--- src/rtl/fetch_queue.sv ---
// fetch_queue: instruction prefetch queue for the F stage.
//   Issues sequential word fetches to instruction memory, buffers the in-order
//   responses, and presents {ins, pc_4add} to the D pipeline register.
//   A redirect from D clears the queue and drops responses still in flight.
// Parameters: DEPTH (entries, also cap on buffered + outstanding), RESET_PC.
// Ports:
//   clk, reset (sync, active-low)  stall, redirect, redirect_pc  from D
//   mem_req_valid/addr/ready       request channel to instruction memory
//   mem_rsp_valid/data             in-order response channel
//   ins_valid, ins, pc_4add        head instruction to D
// Build option: define FQ_BYPASS_EN to forward a response straight to D when
//   the queue is empty (zero-cycle latency); otherwise every response is queued.
module fetch_queue #(
  parameter int          DEPTH    = 4,
  parameter logic [31:0] RESET_PC = 32'h0000_3000
) (
  input  logic        clk,
  input  logic        reset,
  input  logic        stall,
  input  logic        redirect,
  input  logic [31:0] redirect_pc,
  output logic        mem_req_valid,
  output logic [31:0] mem_req_addr,
  input  logic        mem_req_ready,
  input  logic        mem_rsp_valid,
  input  logic [31:0] mem_rsp_data,
  output logic        ins_valid,
  output logic [31:0] ins,
  output logic [31:0] pc_4add
);
  localparam int CW = $clog2(DEPTH + 1);
  localparam int PW = (DEPTH > 1) ? $clog2(DEPTH) : 1;

  typedef enum logic {FETCH, FLUSH} state_t;

  state_t        state_q, state_d;
  logic [CW-1:0] count_q, count_d, out_q, out_d, drop_q, drop_d;
  logic [31:0]   fetch_pc_q, fetch_pc_d;
  logic [31:0]   rsp_pc_q, rsp_pc_d;   // address of the next in-order response
  logic [PW-1:0] rd_q, rd_d, wr_q, wr_d;
  logic [31:0]   word_q [DEPTH];
  logic [31:0]   pc4_q  [DEPTH];

  logic          q_valid, byp, req_fire, accept, push, pop, rsp_live;
  logic [CW:0]   occ;
  logic [PW-1:0] head;

  function automatic logic [PW-1:0] ptr_inc(logic [PW-1:0] p);
    return (p == PW'(DEPTH - 1)) ? '0 : p + 1'b1;
  endfunction

  function automatic logic [PW-1:0] ptr_dec(logic [PW-1:0] p);
    return (p == '0) ? PW'(DEPTH - 1) : p - 1'b1;
  endfunction

  assign q_valid  = (count_q != '0);
  assign occ      = {1'b0, count_q} + {1'b0, out_q};
  // Empty queue shows the last popped slot, so ins/pc_4add hold their value.
  assign head     = q_valid ? rd_q : ptr_dec(rd_q);
  // A response that belongs to the current fetch stream (not stale).
  assign rsp_live = mem_rsp_valid && (state_q == FETCH) && !redirect;

`ifdef FQ_BYPASS_EN
  assign byp = !q_valid && rsp_live;
`else
  assign byp = 1'b0;
`endif

  assign mem_req_valid = reset && (state_q == FETCH) && (occ < (CW+1)'(DEPTH));
  assign mem_req_addr  = fetch_pc_q;
  assign ins_valid     = reset && (q_valid || byp);
  assign ins           = !reset ? 32'h0 : (byp ? mem_rsp_data : word_q[head]);
  assign pc_4add       = !reset ? 32'h0 : (byp ? rsp_pc_q + 32'd4 : pc4_q[head]);

  assign req_fire = mem_req_valid && mem_req_ready;
  assign accept   = ins_valid && !stall;
  assign pop      = accept && q_valid;
  assign push     = rsp_live && !(byp && accept);

  always_comb begin
    state_d    = state_q;
    count_d    = count_q + CW'(push) - CW'(pop);
    out_d      = out_q + CW'(req_fire) - CW'(mem_rsp_valid);
    drop_d     = drop_q;
    fetch_pc_d = req_fire ? fetch_pc_q + 32'd4 : fetch_pc_q;
    rsp_pc_d   = rsp_live ? rsp_pc_q + 32'd4 : rsp_pc_q;
    rd_d       = pop ? ptr_inc(rd_q) : rd_q;
    wr_d       = push ? ptr_inc(wr_q) : wr_q;

    if (state_q == FLUSH) begin
      drop_d = drop_q - CW'(mem_rsp_valid);
      if (drop_d == '0) state_d = FETCH;
    end

    // Redirect: everything in flight after this edge is stale, including a
    // request firing this cycle; a response arriving this cycle is dropped now.
    if (redirect) begin
      count_d    = '0;
      wr_d       = rd_d;
      fetch_pc_d = redirect_pc;
      rsp_pc_d   = redirect_pc;
      drop_d     = out_d;
      state_d    = (out_d == '0) ? FETCH : FLUSH;
    end
  end

  always_ff @(posedge clk) begin
    if (!reset) begin
      state_q    <= FETCH;
      count_q    <= '0;
      out_q      <= '0;
      drop_q     <= '0;
      fetch_pc_q <= RESET_PC;
      rsp_pc_q   <= RESET_PC;
      rd_q       <= '0;
      wr_q       <= '0;
      for (int i = 0; i < DEPTH; i++) begin
        word_q[i] <= '0;
        pc4_q[i]  <= '0;
      end
    end else begin
      state_q    <= state_d;
      count_q    <= count_d;
      out_q      <= out_d;
      drop_q     <= drop_d;
      fetch_pc_q <= fetch_pc_d;
      rsp_pc_q   <= rsp_pc_d;
      rd_q       <= rd_d;
      wr_q       <= wr_d;
      if (push) begin
        word_q[wr_q] <= mem_rsp_data;
        pc4_q[wr_q]  <= rsp_pc_q + 32'd4;
      end
    end
  end
endmodule

--- config.mk ---
export PLATFORM = sky130hd
export DESIGN_NAME = fetch_queue
export DESIGN_NICKNAME = d
export VERILOG_FILES = /design/src/rtl/fetch_queue.sv
export SDC_FILE = /design/constraint.sdc
export NUM_CORES = 1
export LEC_CHECK = 0
export ABC_AREA = 1
export CORE_ASPECT_RATIO = 1.2
export CORE_MARGIN = 10
export CORE_UTILIZATION = 45
export CTS_BUF_LIST = sky130_fd_sc_hd__clkbuf_4 sky130_fd_sc_hd__clkbuf_8
export CTS_CLUSTER_SIZE = 16
export DETAILED_ROUTE_END_ITERATION = 8
export GPL_TIMING_DRIVEN = 0
export PLACE_DENSITY = 0.64
export SLEW_MARGIN = 20
export SYNTH_ARGS = -nofsm -noshare
export SYNTH_HDL_FRONTEND = slang
export SYNTH_SLANG_ARGS = --single-unit
--- constraint.sdc ---
create_clock -name clk -period 8.35 [get_ports clk]
set_clock_uncertainty 0.1 [all_clocks]
set_input_delay 1.2525 -clock clk [delete_from_list [all_inputs] [get_ports clk]]
set_output_delay 1.2525 -clock clk [all_outputs]
set_load 0.005 [all_outputs]
==> results.json <==
{
  "status": "complete, no violations",
  "final_net_count": 2251,
  "final_cell_mix": "nor2_1, nand2_1, edfxtp_1",
  "reg2reg_to": "state_q",
  "max-cap-violations": 0,
  "relSlewSlack_pct": 42.3,
  "layout-drive-gt1-share_pct": 9.31,
  "crit_arrival_ns": 3.96,
  "cts_setup_buffers": 0,
  "rsz0062_at_grt": "false",
  "min_from": "mem_req_addr[1]",
  "pin_count": 168,
  "globalplace.congestion": 0.930,
  "start_util_pct": 45.8,
  "grt_max_degree": 48,
  "grt.overflow.total": 0,
  "area_delta_synth_final_pct": 21.2,
  "yosys-top-cells-area": "edfxtp_1, nor2_1, dfxtp_1",
  "numCtsBuffers": 53,
  "power_leakage_nw": 7.91,
  "diodes": 0,
  "cts-root-buf": "clkbuf_8",
  "place_hpwl_mm": 35.9,
  "netlist_area_mm2": 0.0165,
  "crit_required_ns": 7.00,
  "cp_cell_sequence": "clkdlybuf4s50_1 -> inv_2 -> clkbuf_1 -> clkbuf_1 -> a21oi_1 -> clkdlybuf4s50_1",
  "crit_path_end_kind": "primary output",
  "ctsLongestPathBuffers": 3,
  "stdcell_count": 2669,
  "cp-startpoint": "reset",
  "portBuffers": 167,
  "ys_warn_count": 0,
  "tns_ns": 0,
  "grt_pass1_vias": 14032,
  "drt_pass1_iterations": 5,
  "die_area_mm2": 0.0448,
  "grt_usage_pct": 21.7,
  "clk_pin_slew_ns": 0.06,
  "maxSlewViolCount": 0,
  "worstMarginPinSlew_ns": 0.866,
  "cp_num_buf_inv": 5,
  "synth_area_per_cell_um2": 8.53,
  "setup_slack_ns": 3.04,
  "drt_wl_total_mm": 50.0,
  "ys.flop_type": "edfxtp_1",
  "cts_tree": "built",
  "dp.cells": 2579,
  "num_vias": 13796,
  "wl_per_cell_um": 18.7,
  "worst_setup_path_start_kind": "input pin",
  "fmax_mhz": 188,
  "synth_nets": 2021,
  "synth_top_area_share_pct": 46.5,
  "yosysSeqAreaShare_pct": 56.0,
  "r2r_setup_slack_ns": 5.29,
  "synthDistinctLibCells": 39,
  "worstSetupPathType": "input pin to primary output",
  "synthArstFlopShare_pct": 0,
  "min_period_ns": 5.31,
  "drt_iter0_drc": 1129,
  "pre_cts_ws_ns": 3.03,
  "mostFrequentLayoutCell": "nor2_1",
  "die_x_um": 195,
  "hold_buffers": 0,
  "peakVddDrop_v": 0.000113,
  "synth_edf_count": 256,
  "hold_viol_final": 0,
  "cts.sinks": 334,
  "min_period_over_period_pct": 63.6,
  "worst_r2r_path_depth": 13,
  "worst_path_max_delay_cell": "clkbuf_1",
  "fp.dieH_um": 230,
  "worst_path_largest_cell_delay_ns": 0.66,
  "synth_top_area_cell": "edfxtp_1",
  "antenna_found_initial": 0,
  "antenna_left": 0,
  "cp_top_family": "buffers and inverters",
  "htreeDepth": 2,
  "worstHoldPathCells": 2,
  "rows": 76,
  "clock_latency_ns": 0.59,
  "ys_seq_elements": 334,
  "hold_slack_ns": 0.361,
  "core-area_mm2": 0.0360,
  "grt_pass1_wl_mm": 77.5,
  "syn_inst": 1936,
  "viasPerCell": 5.17,
  "setup_viol": 0,
  "critPathMaxFanout": 10,
  "r2r-start": "count_q[2]",
  "drcViolationCount": 0,
  "cts_resized": 0,
  "min_to": "mem_req_addr[1]",
  "hp-class": "register to register",
  "cellPowerDensity_mw_per_mm2": 203
}
==> cells in the mapped netlist, drive strengths merged (7+ instances only) <==
master  instances
clkbuf         24
edfxtp        256
a31oi          12
a21oi          96
dfxtp          78
nor3            7
buf            70
o211ai         67
nand2         370
xor2           25
ha             13
inv           255
o21ai         112
nand3          60
nor2          462
==> cell type report <==
type                            count  area (µm²)
Buffer                             94         488
Clock buffer                       77         947
Clock inverter                     13         116
Fill cell                        3370       16000
Inverter                          255         957
Multi-Input combinational cell   1253        5860
Sequential cell                   334        9250
Tap cell                          468         586
Timing Repair Buffer              175        1820
==> how the worst max path moves through the flow <==
stage | to | slack (ns) | cells after the start
after floorplan | pc4_q[3][0] | 1.21 | 4
after global placement | word_q[3][7] | -3.37 | 5
after detailed placement | pc_4add[15] | 3.03 | 6
after CTS | pc_4add[15] | 3.02 | 6
after global routing | pc_4add[13] | 2.93 | 6
final | pc_4add[13] | 3.04 | 6
==> power breakdown <==
group	total (mW)	internal (mW)	switching [mW]
Sequential	1.94	1.89	0.0552
Combinational	0.679	0.272	0.406
Clock	1.43	0.785	0.647
==> state kept, by name, summed over array words and instances (netlist names) <==
register,count
rd_q,2
rsp_pc_q,32
state_q,1
pc4_q,128
drop_q,3
word_q,128
out_q,3
count_q,3
mem_req_addr,32
wr_q,2
==> stage by stage <==
step / instance area (µm²) / utilization (%) / power [mW]
2_1_floorplan: 16500 / - / 2.34
3_3_place_gp: 18800 / 52.1 / 2.64
3_5_place_dp: 19000 / 52.6 / 2.66
4_1_cts: 20000 / 55.5 / 4.09
5_1_grt: 20000 / 55.5 / 4.23
6_report: 20000 / 55.5 / 4.06
==> per-layer routing <==
layer / GRT usage [%] / share of wire [%] / vias to the layer above
li1: - / - / 6738
met1: 25.7 / 40 / 6457
met2: 38.3 / 50 / 497
met3: 3.81 / 6.4 / 104
met4: 8.34 / 3.4 / 0
met5: 0 / 0 / -
==> kinds of logic (layout without fill, tap and decap cells) <==
| family | after synthesis | count (layout) | share of synthesized area (%) |
|---|---|---|---|
| AO/OA/AOI/OAI | 299 | 299 | 10.3 |
| AND/OR/NAND/NOR | 913 | 913 | 22.3 |
| flip-flops | 334 | 334 | 56.0 |
| adder cells (fa/ha/maj) | 15 | 15 | 1.23 |
| buffers and inverters | 349 | 614 | 8.75 |
| XOR/XNOR | 26 | 26 | 1.42 |
==> worst reg2reg max path: cells and delay by family, from the launching register on <==
| family | cells | cell delay [ns] |
|---|---|---|
| xor gates and xnor gates | 1 | 0.20 |
| buffers and inverters | 3 | 0.40 |
| DFF | 1 | 0.33 |
| adders and majority gates | 4 | 1.14 |
| and+or+nand+nor | 4 | 0.67 |
| AOI/OAI and AO/OA | 1 | 0.16 |
No activity file was read; power rests on OpenSTA's default activity.
